`src/rtl/stb_host_bridge.sv`:
```
// Byte-stream command decoder bridging a host link to StreamTraceBuffer control/status/data ports.
// One command in flight; every STB and TX transfer waits on its ready/valid partner without any timeout.
module stb_host_bridge #(
  parameter int STAT_WIDTH = 8,
  parameter int CTRL_WIDTH = 32,
  parameter int DATA_WIDTH = 32,
  parameter int TIMEOUT    = 1024
) (
  input  logic                  CLK_I,
  input  logic                  RST_NI,
  input  logic                  RX_VALID_I,
  output logic                  RX_READY_O,
  input  logic [7:0]            RX_DATA_I,
  output logic                  TX_VALID_O,
  input  logic                  TX_READY_I,
  output logic [7:0]            TX_DATA_O,
  output logic                  STATUS_READY_O,
  input  logic                  STATUS_VALID_I,
  input  logic [STAT_WIDTH-1:0] STATUS_I,
  output logic                  CONTROL_VALID_O,
  input  logic                  CONTROL_READY_I,
  output logic [CTRL_WIDTH-1:0] CONTROL_O,
  output logic                  WDATA_VALID_O,
  input  logic                  WDATA_READY_I,
  output logic [DATA_WIDTH-1:0] WDATA_O,
  output logic                  RDATA_READY_O,
  input  logic                  RDATA_VALID_I,
  input  logic [DATA_WIDTH-1:0] RDATA_I,
  output logic                  ERR_O
);

  localparam int NB_S   = (STAT_WIDTH + 7) / 8;
  localparam int NB_C   = (CTRL_WIDTH + 7) / 8;
  localparam int NB_D   = (DATA_WIDTH + 7) / 8;
  localparam int NB_SC  = (NB_S > NB_C) ? NB_S : NB_C;
  localparam int NB_MAX = (NB_SC > NB_D) ? NB_SC : NB_D;
  localparam int SH_W   = 8 * NB_MAX;
  localparam int CW     = $clog2(NB_MAX + 1);
  localparam int TW     = $clog2(TIMEOUT + 1);

  localparam logic [1:0] A_NOP  = 2'd0;
  localparam logic [1:0] A_STAT = 2'd1;
  localparam logic [1:0] A_CTRL = 2'd2;
  localparam logic [1:0] A_DATA = 2'd3;

  typedef enum logic [2:0] {
    S_IDLE,
    S_RX_PAY,
    S_WR_HS,
    S_RD_HS,
    S_TX_PAY
  } state_e;

  state_e                state_q, state_d;
  logic [1:0]            addr_q, addr_d;
  logic [CW-1:0]         cnt_q, cnt_d;
  logic [TW-1:0]         tmo_q, tmo_d;
  logic [SH_W-1:0]       shadow_q, shadow_d;
  logic [SH_W-1:0]       txbuf_q, txbuf_d;
  logic [CTRL_WIDTH-1:0] ctrl_q, ctrl_d;
  logic [DATA_WIDTH-1:0] wdata_q, wdata_d;
  logic                  err_q, err_d;

  logic                  rx_rdy;
  logic [CW-1:0]         nb_last;
  logic                  unused_cmd_bits;

  assign unused_cmd_bits = ^RX_DATA_I[6:2];

  always_comb begin
    case (addr_q)
      A_STAT:  nb_last = CW'(NB_S - 1);
      A_CTRL:  nb_last = CW'(NB_C - 1);
      default: nb_last = CW'(NB_D - 1);
    endcase
  end

  assign rx_rdy = (state_q == S_IDLE) || (state_q == S_RX_PAY);

  always_comb begin
    state_d  = state_q;
    addr_d   = addr_q;
    cnt_d    = cnt_q;
    tmo_d    = tmo_q;
    shadow_d = shadow_q;
    txbuf_d  = txbuf_q;
    ctrl_d   = ctrl_q;
    wdata_d  = wdata_q;
    err_d    = 1'b0;

    case (state_q)
      S_IDLE: begin
        if (RX_VALID_I) begin
          addr_d = RX_DATA_I[1:0];
          cnt_d  = '0;
          tmo_d  = '0;
          if (RX_DATA_I[1:0] != A_NOP) begin
            if (RX_DATA_I[7]) begin
              shadow_d = '0;
              state_d  = S_RX_PAY;
            end else if (RX_DATA_I[1:0] == A_CTRL) begin
              // Control readback comes from the local copy; STB is not involved.
              txbuf_d = SH_W'(ctrl_q);
              state_d = S_TX_PAY;
            end else begin
              state_d = S_RD_HS;
            end
          end
        end
      end

      S_RX_PAY: begin
        if (RX_VALID_I) begin
          shadow_d = shadow_q | (SH_W'(RX_DATA_I) << {cnt_q, 3'b000});
          tmo_d    = '0;
          if (cnt_q == nb_last) begin
            case (addr_q)
              A_CTRL: begin
                ctrl_d  = shadow_d[CTRL_WIDTH-1:0];
                state_d = S_WR_HS;
              end
              A_DATA: begin
                wdata_d = shadow_d[DATA_WIDTH-1:0];
                state_d = S_WR_HS;
              end
              default: begin
                // Status is read-only: the whole frame is consumed, then flagged.
                err_d   = 1'b1;
                state_d = S_IDLE;
              end
            endcase
          end else begin
            cnt_d = cnt_q + 1'b1;
          end
        end else if (tmo_q == TW'(TIMEOUT - 1)) begin
          err_d   = 1'b1;
          state_d = S_IDLE;
        end else begin
          tmo_d = tmo_q + 1'b1;
        end
      end

      S_WR_HS: begin
        if ((addr_q == A_CTRL && CONTROL_READY_I) || (addr_q == A_DATA && WDATA_READY_I)) begin
          state_d = S_IDLE;
        end
      end

      S_RD_HS: begin
        cnt_d = '0;
        if (addr_q == A_STAT && STATUS_VALID_I) begin
          txbuf_d = SH_W'(STATUS_I);
          state_d = S_TX_PAY;
        end else if (addr_q == A_DATA && RDATA_VALID_I) begin
          txbuf_d = SH_W'(RDATA_I);
          state_d = S_TX_PAY;
        end
      end

      S_TX_PAY: begin
        if (TX_READY_I) begin
          txbuf_d = txbuf_q >> 8;
          if (cnt_q == nb_last) begin
            state_d = S_IDLE;
          end else begin
            cnt_d = cnt_q + 1'b1;
          end
        end
      end

      default: state_d = S_IDLE;
    endcase
  end

  always_ff @(posedge CLK_I or negedge RST_NI) begin
    if (!RST_NI) begin
      state_q  <= S_IDLE;
      addr_q   <= A_NOP;
      cnt_q    <= '0;
      tmo_q    <= '0;
      shadow_q <= '0;
      txbuf_q  <= '0;
      ctrl_q   <= '0;
      wdata_q  <= '0;
      err_q    <= 1'b0;
    end else begin
      state_q  <= state_d;
      addr_q   <= addr_d;
      cnt_q    <= cnt_d;
      tmo_q    <= tmo_d;
      shadow_q <= shadow_d;
      txbuf_q  <= txbuf_d;
      ctrl_q   <= ctrl_d;
      wdata_q  <= wdata_d;
      err_q    <= err_d;
    end
  end

  // Gated by reset so RX_READY_O is low in reset yet high in the very first cycle after it.
  assign RX_READY_O      = RST_NI & rx_rdy;
  assign TX_VALID_O      = (state_q == S_TX_PAY);
  assign TX_DATA_O       = txbuf_q[7:0];
  assign STATUS_READY_O  = (state_q == S_RD_HS) && (addr_q == A_STAT);
  assign RDATA_READY_O   = (state_q == S_RD_HS) && (addr_q == A_DATA);
  assign CONTROL_VALID_O = (state_q == S_WR_HS) && (addr_q == A_CTRL);
  assign WDATA_VALID_O   = (state_q == S_WR_HS) && (addr_q == A_DATA);
  assign CONTROL_O       = ctrl_q;
  assign WDATA_O         = wdata_q;
  assign ERR_O           = err_q;

endmodule
```
`config.mk`:
```
export PLATFORM = sky130hd
export DESIGN_NAME = stb_host_bridge
export DESIGN_NICKNAME = d
export VERILOG_FILES = /design/src/rtl/stb_host_bridge.sv
export SDC_FILE = /design/constraint.sdc
export NUM_CORES = 1
export LEC_CHECK = 0
export BUFFER_PORTS_ARGS = -buffer_cell sky130_fd_sc_hd__buf_2
export CORE_MARGIN = 3
export CORE_UTILIZATION = 45
export CTS_CLUSTER_SIZE = 24
export DETAILED_ROUTE_END_ITERATION = 8
export PLACE_DENSITY = 0.67
export RECOVER_POWER = 50
export SLEW_MARGIN = 20
export SYNTH_ARGS = -nofsm -noshare
export SYNTH_HDL_FRONTEND = slang
export SYNTH_SLANG_ARGS = --single-unit
```
`constraint.sdc`:
```
create_clock -name CLK_I -period 5.8 [get_ports CLK_I]
set_input_delay 1.16 -clock CLK_I [delete_from_list [all_inputs] [get_ports CLK_I]]
set_output_delay 1.16 -clock CLK_I [all_outputs]
set_load 0.005 [all_outputs]
```
After elaboration in Yosys (flattened, before gate mapping)
Cells that the tools add are included.
- add/subtract/negate cells: 2
- eq/ne operators: 23
- shift operators: 1
- multiplexer cells: 42
- bitwise operators: 2
- reductions and logical operators: 24
- operator list (operator ; count):
    $mux W32 ; 11
    $pmux W32 S3 ; 1
    $pmux W32 S2 ; 1
    $mux W3 ; 16
    $mux W11 ; 3
    $or A32 B32 Y32 ; 1
    $shl A8 B6 Y32 ; 1
    $pmux W11 S2 ; 1
    $pmux W3 S5 ; 1
    $pmux W3 S4 ; 1
    $reduce_and A4 Y1 ; 3
    $add A11 B1 Y11 const B ; 1
    $eq A11 B10 Y1 const B ; 1
    $ne A2 B2 Y1 const B ; 5
    $logic_and A1 B1 Y1 ; 8
    $ne A2 B1 Y1 const B ; 4
    $reduce_and A8 Y1 ; 1
    $reduce_and A7 Y1 ; 1
    $eq A2 B2 Y1 const B ; 3
    $eq A3 B2 Y1 const B ; 2
    $ne A3 B2 Y1 const B ; 2
    $ne A3 B3 Y1 const B ; 2
    $mux W1 ; 5
    $reduce_and A5 Y1 ; 1
    other kinds (15) ; 18
- register bits after elaboration: 148
- input bits: 56
- output and inout bits: 79
- word-level logic and storage cells: 103

Longest topological paths before layout
- depth after elaboration: 6
- gate-level depth with buffers: 8
- gate-level depth less buffers: 6

Worst setup path after synthesis
OpenSTA, ideal clock, no wires.
- kind: input-to-reg
- start point: input STATUS_VALID_I
- end point: register txbuf_q[22]
- library setup time: 0.125 ns
- data arrival time: 2.652 ns
- required time: 5.675 ns
- path slack: 3.024 ns
- cell stages on the path: 8
- buffers on the path: 3
- cell sequence: buf_2 -> nand3b_1 -> and3_1 -> buf_2 -> nand2_1 -> o211ai_1 -> buf_2 -> mux2_2
- cells in the longest elaborated chain, start to end: 3
- elaborated cells between the ends (all ways): 5
- classes of those cells: eq/ne: 1; mux: 2; reduce/logical: 2
- ends and longest elaborated chain (element ; RTL line ; text):
    start: declaration ; 18 ; input logic STATUS_VALID_I,
    $logic_and A1 B1 Y1 * ; 151 ; if (addr_q == A_STAT && STATUS_VALID_I) begin
    $ne A3 B3 Y1 (no line) or $mux W32 (tied branches) ; n/a ;
    $reduce_and A7 Y1 (no line) or $pmux W32 S3 (tied branches) ; n/a ;
    end signal: assignment ; 192 ; txbuf_q <= txbuf_d;
    end: declaration ; 59 ; logic [SH_W-1:0] txbuf_q, txbuf_d;
Mark *: on every way between the ends. The rest lies on a longest branch, timed or not.
A chain may end at the register's enable or synchronous reset.

Worst setup path after layout
- start point: register state_q[2]
- end point: output STATUS_READY_O
- cells in the longest elaborated chain, start to end: 2
- ends and longest elaborated chain (element ; RTL line ; text):
    start: declaration ; 54 ; state_e state_q, state_d;
    start signal: assignment ; 187 ; state_q <= state_d;
    $eq A3 B2 Y1 ; 203 ; assign STATUS_READY_O = (state_q == S_RD_HS) && (addr_q == A_STAT);
    $logic_and A1 B1 Y1 ; 203 ;
    end: declaration ; 17 ; output logic STATUS_READY_O,
Every way passes these cells.

==> out/results.tsv <==
metric	value	unit
status	complete, but fails checks	
failing checks	capacitance limit, slew limit	
first-pass GRT wire length	29200	µm
insertion delay to the later sink of the worst-skew pair	430	ps
combinational group share of total power	0.321	
Required @ worst endpoint	4640	ps
Crit path largest cell delay	670	ps
Slew @ Worst Pin	1950	ps
Hold Fails Final Rpt	0	
DP Wirelength	13300	µm
Cell Chain, Critical Path	nor2b_1 -> nand2_1 -> nor3_1 -> buf_2	
Ports	135	
# DRC	0	
post-synthesis sequential area ratio	0.541	
Yosys top cell by area	dfrtp_1	
Max Clock Skew	12.7	ps
Synth area leaders	dfrtp_1 54%, a21oi_1 11%, nor2_1 6.3%	
area grow syn2layout	17.7	%
fraction of registers with async set/reset	1.00	
post-synth net total	751	
cts-stage hold buffer count	0	
Hold WC Path Type	reg2reg	
DRT Pass-1 Iters	6	
Initial Utilization	0.466	
multiplexer share of the synthesized area	0.0640	
largest net degree at the start of global routing	82	
initial drt markers	486	
max cap viols	1	
initial antenna violation count	0	
number of clock sinks	148	
PortBufs	134	
max_slew headroom	-0.301	
Placer Congestion	0.928	
RSZ-0062 raised after global routing	no	
TritonCTS buffer count	17	
met2 Usage GRT	0.338	
Worst EP arrival	2260	ps
Worst Hold Slack	485	ps
share of the synthesized area in the top cell type	0.541	
clock transition at the registers of the reported paths	60	ps
Synth Area in Simple Gates	0.150	
minimum clock period	3420	ps
GR Layer Usage met1	0.327	
crit path max-delay cell type	dfrtp_1	
Net Sw Power	1.49	mW
die width	129	µm
Final setup violation count	0	
Commonest cells post-synth	148 x dfrtp_1, 145 x a21oi_1, 114 x nor2_1, 30 x nand2_1	
vias in the first global route	5452	
Post-synth EDFFs	0	
die area	16700	µm²
worst reg-to-reg path cell count	6	
main combinational cell family by area after synthesis	compound AO/OA/AOI/OAI gates	
sw frac	0.352	
worst-case clock buffer depth	2	
row count	44	
share of cells above drive strength 1	0.207	
Slew Viols, Final	82	
share of power burned in registers	0.401	
# diodes	0	
worst hold path startpoint	txbuf_q[29]	
Remaining Overflow, GRT	0	
PostCTS Resize Cnt	0	
VDD IR-drop max	0.000262	V
number of vias per cell	5.82	
crit path launch type	register	
core area	14700	µm²
crit end category	primary output	
Pint	2.75	mW
total track usage	0.226	
crit-path max FO	29	
CTS tree	built	
Setup CP Type	reg2out	
Max Freq	293	MHz
reg-to-reg endpoint	txbuf_q[5]	
clock share of power	0.278	
Mapped Cells	693	
die span in y	129	µm
Yosys warning count	0	
post-synthesis xor/xnor area fraction	0.00128	
Power Total	4.24	mW
Hold Crit Depth	1	
r2r setup slk	2640	ps
setup TNS	0	ps
Yosys reg bits	148	
Cell Area, Synth	6840	µm²
# nets final	847	
Synth Area in Adders	0.00366	
worst flop-to-flop path startpoint	state_q[2]	
post-CTS setup buffer count	0	
Top Usage Layer GRT	met2	
Leak	3.93	nW
Synth Area in Compound Gates	0.187	
post-DR wirelength/cell	19.0	µm
Main synth FF type	dfrtp_1	
H-tree levels	4	
WL final	18700	µm
average size of a mapped cell	9.88	µm²
worst hold path endpoint	txbuf_q[29]	
Tcrit/Tclk final	0.589	
grt met3 use	0.0511	
most common cell in the synthesized netlist	dfrtp_1	
pwr/cell area	527	nW/µm²
distinct cell type count after synthesis	50	
root buffer selected by CTS	clkbuf_16	
Final ANT Viol Nets	0	
vias after detailed routing	5736	
[through the flow]
| stage | utilization | std cells | setup WS, ps | area, µm² |
|---|---|---|---|---|
| 6_report | 0.548 | 985 | 2380 | 8050 |
| 5_1_grt | 0.548 | 985 | 2170 | 8050 |
| 4_1_cts | 0.552 | 985 | 2370 | 8110 |
| 3_5_place_dp | 0.509 | 954 | 2180 | 7480 |
| 3_3_place_gp | 0.509 | 954 | 2280 | 7480 |
| 2_1_floorplan | - | 693 | 3020 | 6840 |
[cells by family (layout without fill, tap and decap cells)]
logic type	count (synthesis)	after routing
AOI/OAI and AO/OA	213	213
xor gates and xnor gates	1	1
adders and majority gates	2	2
buffers and inverters	71	179
DFF	148	148
muxes	39	39
and+or+nand+nor	219	219
[placed cells by master, fill, tap and decap left out, types with 3 or more instances in the layout]
master	n
o21ai_0	15
and3_1	19
clkbuf_1	38
mux2i_1	4
nand2b_1	5
nand3_1	17
bufinv_16	4
dfrtp_1	148
nand2_1	30
or3_1	4
buf_4	5
nor3b_1	4
nor2b_1	3
buf_2	97
mux2_1	9
inv_1	7
nor2_1	114
a21oi_1	144
a221o_1	24
clkbuf_16	17
clkinv_2	4
o211ai_1	3
and2_1	8
clkbuf_8	4
mux2_2	26
a22o_1	8
nor3_1	5
[flip-flops by register name, indices dropped and copies added (netlist names)]
register / flops
CONTROL_O: 32
ERR_O: 1
WDATA_O: 32
addr_q: 2
cnt_q: 3
shadow_q: 32
state_q: 3
tmo_q: 11
txbuf_q: 32
[worst max-delay path, delay by kind of cell (launching register included)]
kind	cells	cell delay, ps
and+or+nand+nor	3	1030
DFF	1	670
buffers and inverters	1	150
[worst max-delay path by stage]
stage,from,endpoint,slack [ps],depth (start not counted)
after CTS,state_q[2],STATUS_READY_O,2370,4
after global routing,state_q[2],STATUS_READY_O,2170,4
final,state_q[2],STATUS_READY_O,2380,4
after detailed placement,STATUS_VALID_I,txbuf_q[21],2180,7
after floorplan,STATUS_VALID_I,txbuf_q[22],3020,8
after global placement,STATUS_VALID_I,txbuf_q[22],2280,7
[layer usage]
metal  share of wire  up-vias
met5               0        -
met4           0.023        0
met3           0.077       39
met2            0.45      239
met1            0.45     2816
li1                -     2642
[power groups by stage]
stage	clock, mW	combinational [mW]	sequential [mW]
after global placement	0	1.34	1.69
final	1.18	1.36	1.70
after global routing	1.24	1.52	1.75
after detailed placement	0	1.38	1.71
after floorplan	0	0.994	1.58
after CTS	1.19	1.40	1.69
[cell type report]
type | instances | area, µm²
clock buffer | 22 | 484
clock inverter | 9 | 149
fill | 1330 | 6650
inverter | 7 | 26.3
multi-input combinational | 474 | 2780
sequential | 148 | 3700
tap | 184 | 230
timing repair buffer | 141 | 678
Note: power is estimated with default switching activity, not from simulation.
